<file path="config.mk">
export PLATFORM = sky130hd
export DESIGN_NAME = hazard_unit
export DESIGN_NICKNAME = d
export VERILOG_FILES = /design/src/rtl/hazard_unit_pkg.sv /design/src/rtl/hazard_cmp.sv /design/src/rtl/hazard_unit.sv
export SDC_FILE = /design/constraint.sdc
export NUM_CORES = 1
export LEC_CHECK = 0
export ABC_AREA = 1
export BUFFER_PORTS_ARGS = -buffer_cell sky130_fd_sc_hd__buf_2
export CAP_MARGIN = 20
export CORE_ASPECT_RATIO = 1.4
export CORE_MARGIN = 1.5
export CORE_UTILIZATION = 49
export CTS_BUF_LIST = sky130_fd_sc_hd__clkbuf_8
export DETAILED_ROUTE_END_ITERATION = 6
export MAX_ROUTING_LAYER = met4
export PLACE_DENSITY = 0.82
export SETUP_SLACK_MARGIN = 0.4
export SYNTH_ARGS = -nofsm -noshare
export SYNTH_HDL_FRONTEND = slang
export SYNTH_SLANG_ARGS = --single-unit
</file>
<file path="constraint.sdc">
create_clock -name clk -period 2.1 [get_ports clk]
set_input_delay 0.21 -clock clk [delete_from_list [all_inputs] [get_ports clk]]
set_output_delay 0.21 -clock clk [all_outputs]
set_load 0.01 [all_outputs]
</file>
<file path="src/rtl/hazard_unit_pkg.sv">
// Shared definitions for the decode/fetch interlock.
// Register width, interlock states and stage destination bundle.
package hazard_unit_pkg;

  localparam int ADDR_LINE_REG = 5;

  localparam logic [31:0] NOP_INST = 32'h0;

  typedef enum logic [1:0] {
    RUN,
    STALL,
    FLUSH
  } hz_state_t;

  typedef struct packed {
    logic [ADDR_LINE_REG-1:0] dest;
    logic                     wr;
  } dst_t;

endpackage

</file>
<file path="src/rtl/hazard_cmp.sv">
// RAW comparator: decode sources vs. in-flight destinations.
// HAZARD_FWD_EN: only load-use on ID/EX requires a bubble.
module hazard_cmp
  import hazard_unit_pkg::*;
(
  input  logic                     id_valid,
  input  logic [ADDR_LINE_REG-1:0] rs,
  input  logic [ADDR_LINE_REG-1:0] rt,
  input  logic                     rt_used,
  input  dst_t                     id_d,
  input  dst_t                     ex_d,
  input  dst_t                     mem_d,
  input  logic                     mem_read,
  output logic [1:0]               need
);

  function automatic logic hit(
    input logic [ADDR_LINE_REG-1:0] src,
    input dst_t                     d
  );
    return d.wr && (d.dest == src) &&
           (d.dest != '0);
  endfunction

`ifdef HAZARD_FWD_EN
  logic unused_fwd;
  assign unused_fwd = ^{ex_d, mem_d};

  function automatic logic [1:0] need_of(
    input logic [ADDR_LINE_REG-1:0] src
  );
    return (hit(src, id_d) && mem_read) ?
           2'd1 : 2'd0;
  endfunction
`else
  logic unused_mem_read;
  assign unused_mem_read = mem_read;

  function automatic logic [1:0] need_of(
    input logic [ADDR_LINE_REG-1:0] src
  );
    logic [1:0] n;
    n = 2'd0;
    if (hit(src, id_d))
      n = 2'd3;
    else if (hit(src, ex_d))
      n = 2'd2;
    else if (hit(src, mem_d))
      n = 2'd1;
    return n;
  endfunction
`endif

  logic [1:0] n_rs;
  logic [1:0] n_rt;

  // worst case over both sources, nothing for empty decode slot
  always_comb begin
    n_rs = need_of(rs);
    n_rt = rt_used ? need_of(rt) : 2'd0;
    need = 2'd0;
    if (id_valid)
      need = (n_rs > n_rt) ? n_rs : n_rt;
  end

endmodule

</file>
<file path="src/rtl/hazard_unit.sv">
// Interlock controller: RAW stalls, branch flushes, perf counters.
// Optional macro HAZARD_FWD_EN: assume forwarding, stall on load-use only.
module hazard_unit
  import hazard_unit_pkg::*;
#(
  parameter int FLUSH_CYCLES = 2,
  parameter int CNT_W        = 16
) (
  input  logic                     clk,
  input  logic                     reset,
  input  logic                     id_valid,
  input  logic [ADDR_LINE_REG-1:0] rs_f_id,
  input  logic [ADDR_LINE_REG-1:0] rt_f_id,
  input  logic                     rt_used,
  input  logic [ADDR_LINE_REG-1:0] id_dest,
  input  logic                     reg_write_f_id,
  input  logic                     mem_read_f_id,
  input  logic [ADDR_LINE_REG-1:0] ex_dest,
  input  logic                     reg_write_f_ex,
  input  logic [ADDR_LINE_REG-1:0] mem_dest,
  input  logic                     reg_write_f_mem,
  input  logic                     branch_taken,
  output logic                     pc_hold,
  output logic                     bubble,
  output logic                     flush,
  output logic [CNT_W-1:0]         stall_cnt,
  output logic [CNT_W-1:0]         flush_cnt
);

  localparam logic [1:0] FL_LOAD =
    2'(FLUSH_CYCLES - 1);
  localparam logic FL_STAY =
    (FLUSH_CYCLES > 1);

  hz_state_t  state;
  hz_state_t  nxt_state;
  logic [1:0] remain;
  logic [1:0] nxt_remain;
  logic [1:0] need;
  logic       st_inc;
  logic       fl_inc;
  dst_t       id_d;
  dst_t       ex_d;
  dst_t       mem_d;

  assign id_d  = '{dest: id_dest,
                   wr:   reg_write_f_id};
  assign ex_d  = '{dest: ex_dest,
                   wr:   reg_write_f_ex};
  assign mem_d = '{dest: mem_dest,
                   wr:   reg_write_f_mem};

  hazard_cmp u_cmp (
    .id_valid (id_valid),
    .rs       (rs_f_id),
    .rt       (rt_f_id),
    .rt_used  (rt_used),
    .id_d     (id_d),
    .ex_d     (ex_d),
    .mem_d    (mem_d),
    .mem_read (mem_read_f_id),
    .need     (need)
  );

  // state and countdown registers
  always_ff @(posedge clk or posedge reset) begin
    if (reset) begin
      state  <= RUN;
      remain <= 2'd0;
    end else begin
      state  <= nxt_state;
      remain <= nxt_remain;
    end
  end

  // next state and Mealy controls; branch beats any hazard
  always_comb begin
    nxt_state  = state;
    nxt_remain = remain;
    pc_hold    = 1'b0;
    bubble     = 1'b0;
    flush      = 1'b0;
    st_inc     = 1'b0;
    fl_inc     = 1'b0;
    if (branch_taken) begin
      flush      = 1'b1;
      bubble     = 1'b1;
      fl_inc     = 1'b1;
      nxt_state  = FL_STAY ? FLUSH : RUN;
      nxt_remain = FL_LOAD;
    end else begin
      unique case (1'b1)
        (state == RUN): begin
          if (need != 2'd0) begin
            pc_hold    = 1'b1;
            bubble     = 1'b1;
            st_inc     = 1'b1;
            nxt_remain = need - 2'd1;
            if (need > 2'd1)
              nxt_state = STALL;
          end
        end
        (state == STALL): begin
          pc_hold    = 1'b1;
          bubble     = 1'b1;
          st_inc     = 1'b1;
          nxt_remain = remain - 2'd1;
          if (remain <= 2'd1)
            nxt_state = RUN;
        end
        (state == FLUSH): begin
          flush      = 1'b1;
          bubble     = 1'b1;
          nxt_remain = remain - 2'd1;
          if (remain <= 2'd1)
            nxt_state = RUN;
        end
        default: begin
          nxt_state  = RUN;
          nxt_remain = 2'd0;
        end
      endcase
    end
    if (reset) begin
      pc_hold = 1'b0;
      bubble  = 1'b0;
      flush   = 1'b0;
    end
  end

  // saturating event counters
  always_ff @(posedge clk or posedge reset) begin
    if (reset) begin
      stall_cnt <= '0;
      flush_cnt <= '0;
    end else begin
      if (st_inc && (stall_cnt != '1))
        stall_cnt <= stall_cnt + CNT_W'(1);
      if (fl_inc && (flush_cnt != '1))
        flush_cnt <= flush_cnt + CNT_W'(1);
    end
  end

endmodule
</file>
==> metrics.md <==
| Metric | Value |
|---|---|
| Status | complete, but fails checks |
| Failing checks | negative setup slack |
| Share of the synthesized area in the top cell type | between 30% and 40% |
| Worst-skew pair later-pin latency | just under 0.3 ns |
| Crit path kind | in2reg |
| Reg clk slew, reported paths | around 0.07 ns |
| Final min period | ~2.7 ns |
| CTS Sinks | 36 |
| Max-cap viol count | 0 |
| DRT Pass-1 Iters | 4 |
| CTS Root Cell | clkbuf_8 |
| Filler cells | 327 |
| Pleak | around 2.2 nW |
| Top cells by area, synth | dfrtp_1 (35%), nand2_1 (15%), inv_1 (7.6%) |
| Height of the die | about 90 um |
| Vias in the first global route | ~2700 |
| Worst hold start | branch_taken |
| TritonCTS Buffers | 5 |
| Vias per std cell | approximately 5.3 |
| Startpoint type of the worst setup path | input pin |
| Upper clock frequency limit | 375 MHz |
| First-pass GRT wire length | 11800 um |
| Initial Utilization | between 50% and 60% |
| FP Rows | 31 |
| P&R area growth vs syn | 55.5% |
| Mean Syn Cell Area | 7.10 um^2 |
| Routed WL | 8290 um |
| DR WL/cell | around 15 um |
| ANT cells | 0 |
| # DRC | 0 |
| Post-DP Area | about 3200 um^2 |
| Syn Std Cell Area | ~2600 um^2 |
| PD cells | 577 nW/um^2 |
| Worst Path Required | roughly 2.3 ns |
| WP data arrival | between 2 and 3 ns |
| Clock skew | around 0.0032 ns |
| Slew HR | about 60% |
| Setup ws final | -0.567 ns |
| Worst Reg-to-Reg Cells | 11 |
| Max clock buf depth | 2 |
| Total I/O pin count | slightly below 70 |
| Initial detailed-routing violation count | 211 |
| R2R Path End | stall_cnt[13]$_DFFE_PP0P_ |
| Final nets | 527 |
| Worst-Margin Slew | between 0.6 and 0.7 ns |
| All-Layer GR Usage | 27.1% |
| Max Slew Vio Count | 0 |
| Yosys cell types | 29 |
| Min-delay worst type | in2reg |
| Fin cells | 547 |
| H-tree depth | 2 |
| DIE WIDTH | around 64 um |
| Tcrit/Tclk final | 127% |
| Finished layout cell area | approximately 4000 um^2 |
| Synthesized net count | roughly 400 |
| Worst IR Drop VDD | between 0.3 and 0.4 mV |
| Largest net degree at the start of global routing | 29 |
| Register area share after synthesis | between 30% and 40% |
| Placed Cells | between 500 and 600 |
| Mapped Cells | roughly 360 |
| Placer Congestion | between 1 and 1.5 |
| R2R Setup Slk | between 0.1 and 0.15 ns |
| CP endpoint kind | flop |
| Cell taking the most area after synthesis | dfrtp_1 |
| #FFs+latches synth | 36 |
| CP max FO | 4 |
| Routed Antenna Nets | 0 |
| Hold Fails Final Rpt | 0 |
| CTS tree | done |
| RSZ-0062 raised after global routing | true |
| Core Box Area | between 5000 and 6000 um^2 |
| Setup TNS | -9.26 ns |
| Worst Hold Path EP | remain[1]$_DFFE_PP0P_ |
| Initial antenna violation count | 0 |
| # port buffers | between 60 and 70 |
| GRT overflow | 0 |
| Final setup fails | 22 |
| Total die area | around 5700 um^2 |
| DP HPWL | between 5000 and 6000 um |
| Fraction of layout cells with a size suffix above 1 | between 40% and 50% |
| Hold path cells | 4 |
| Synthesis Warnings | 0 |
| Via count | about 2900 |
| Worst r2r src | stall_cnt[0]$_DFFE_PP0P_ |
cells in the mapped netlist (all sizes together):
master,number
and2,1
a21oi,5
a22oi,1
nor3b,1
nand3,24
xnor2,13
mux2,1
nand4,5
nand2,110
a31oi,1
nor4,1
clkinv,2
ha,12
inv,59
xor2,19
nor3,6
o22ai,4
o21ai,11
nor2,50
dfrtp,36
metrics by stage:
step	total power [mW]	setup WS [ns]	util [%]	hold WS [ns]
2_1_floorplan	1.31	-0.395	-	0.360
3_5_place_dp	1.58	-0.866	63.1	0.218
5_1_grt	2.44	-0.751	78.1	0.388
4_1_cts	2.19	-0.472	70.4	0.340
6_report	2.31	-0.567	78.1	0.374
3_3_place_gp	1.55	-0.753	63.1	0.217
sequential cells by signal, summed over array words and instances, names as in the netlist:
register   count
stall_cnt     16
state          2
remain         2
flush_cnt     16
where the power goes:
group	internal [mW]	leakage, nW	switching [mW]
clock network	0.292	0.0503	0.234
registers	0.800	0.452	0.138
logic	0.402	1.66	0.442
per-layer routing:
layer  wire, um  GRT usage [%]  part of all wire [%]  vias up
met5          0              -                     0        -
met4        405           14.1                   4.9        0
met3        340           2.93                   4.1       36
met2       4690           51.2                    56      125
met1       2860           27.4                    34     1375
li1           -              -                     -     1355
kinds of logic after synthesis:
kind of cell / synth area share (%)
XOR/XNOR: 10.9
adder cells (fa/ha/maj): 5.84
multiplexers: 0.438
AO/OA/AOI/OAI: 4.77
flip-flops: 35.0
buffers and inverters: 8.95
AND/OR/NAND/NOR: 34.1
worst max-delay path, stage by stage:
cell	delay, ns
buf_4	0.11
inv_2	0.04
nand2_1	0.05
nand2_1	0.06
inv_1	0.06
nand2_1	0.05
nor2_1	0.12
nand2_1	0.11
nand2_1	0.10
and2_4	0.15
ha_4	0.20
a22oi_2	0.19
nand3_1	0.09
nand2_1	0.08
inv_1	0.04
nand2_2	0.09
ha_4	0.16
nor2_4	0.04
o21ai_2	0.17
clkinv_2	0.11
nand2_4	0.12
nor2_4	0.06
nand2_4	0.09
inv_4	0.04
buf_4	0.14
nand2_2	0.07
xnor2_1	0.13
worst max-delay path by stage:
stage,start,to,cells after the start
after detailed placement,rt_f_id[2],stall_cnt[8]$_DFFE_PP0P_,25
after global placement,rt_f_id[2],stall_cnt[15]$_DFFE_PP0P_,27
final,rs_f_id[3],stall_cnt[9]$_DFFE_PP0P_,27
after floorplan,ex_dest[4],stall_cnt[15]$_DFFE_PP0P_,24
after global routing,rs_f_id[3],stall_cnt[15]$_DFFE_PP0P_,26
after CTS,rt_f_id[3],pc_hold,22
cell type report:
class                      instances  area, um^2  share of cell area [%]
timing repair buffer             112         851                    21.3
clock buffer                       7        96.3                    2.41
sequential                        36         902                    22.6
tap                               66        82.6                    2.07
inverter                          61         263                    6.57
multi-input combinational        265        1800                    45.1
repair_timing:
item	in CTS	in global routing
buffers inserted	9	14
hold endpoints to repair	8	0
setup endpoints to repair	27	29
gates resized for setup	62	82
hold buffers	1	0
cloned	0	0
pin swaps	38	56
placed cells by master, fill, tap and decap left out, types with 15 or more instances in the layout:
cell type   n
buf_6      20
inv_2      19
nand2_1    83
nor2_1     29
nand2_2    20
buf_4      36
xor2_1     15
inv_1      31
dfrtp_1    35
buf_2      49
(Power assumes the default switching activity.)
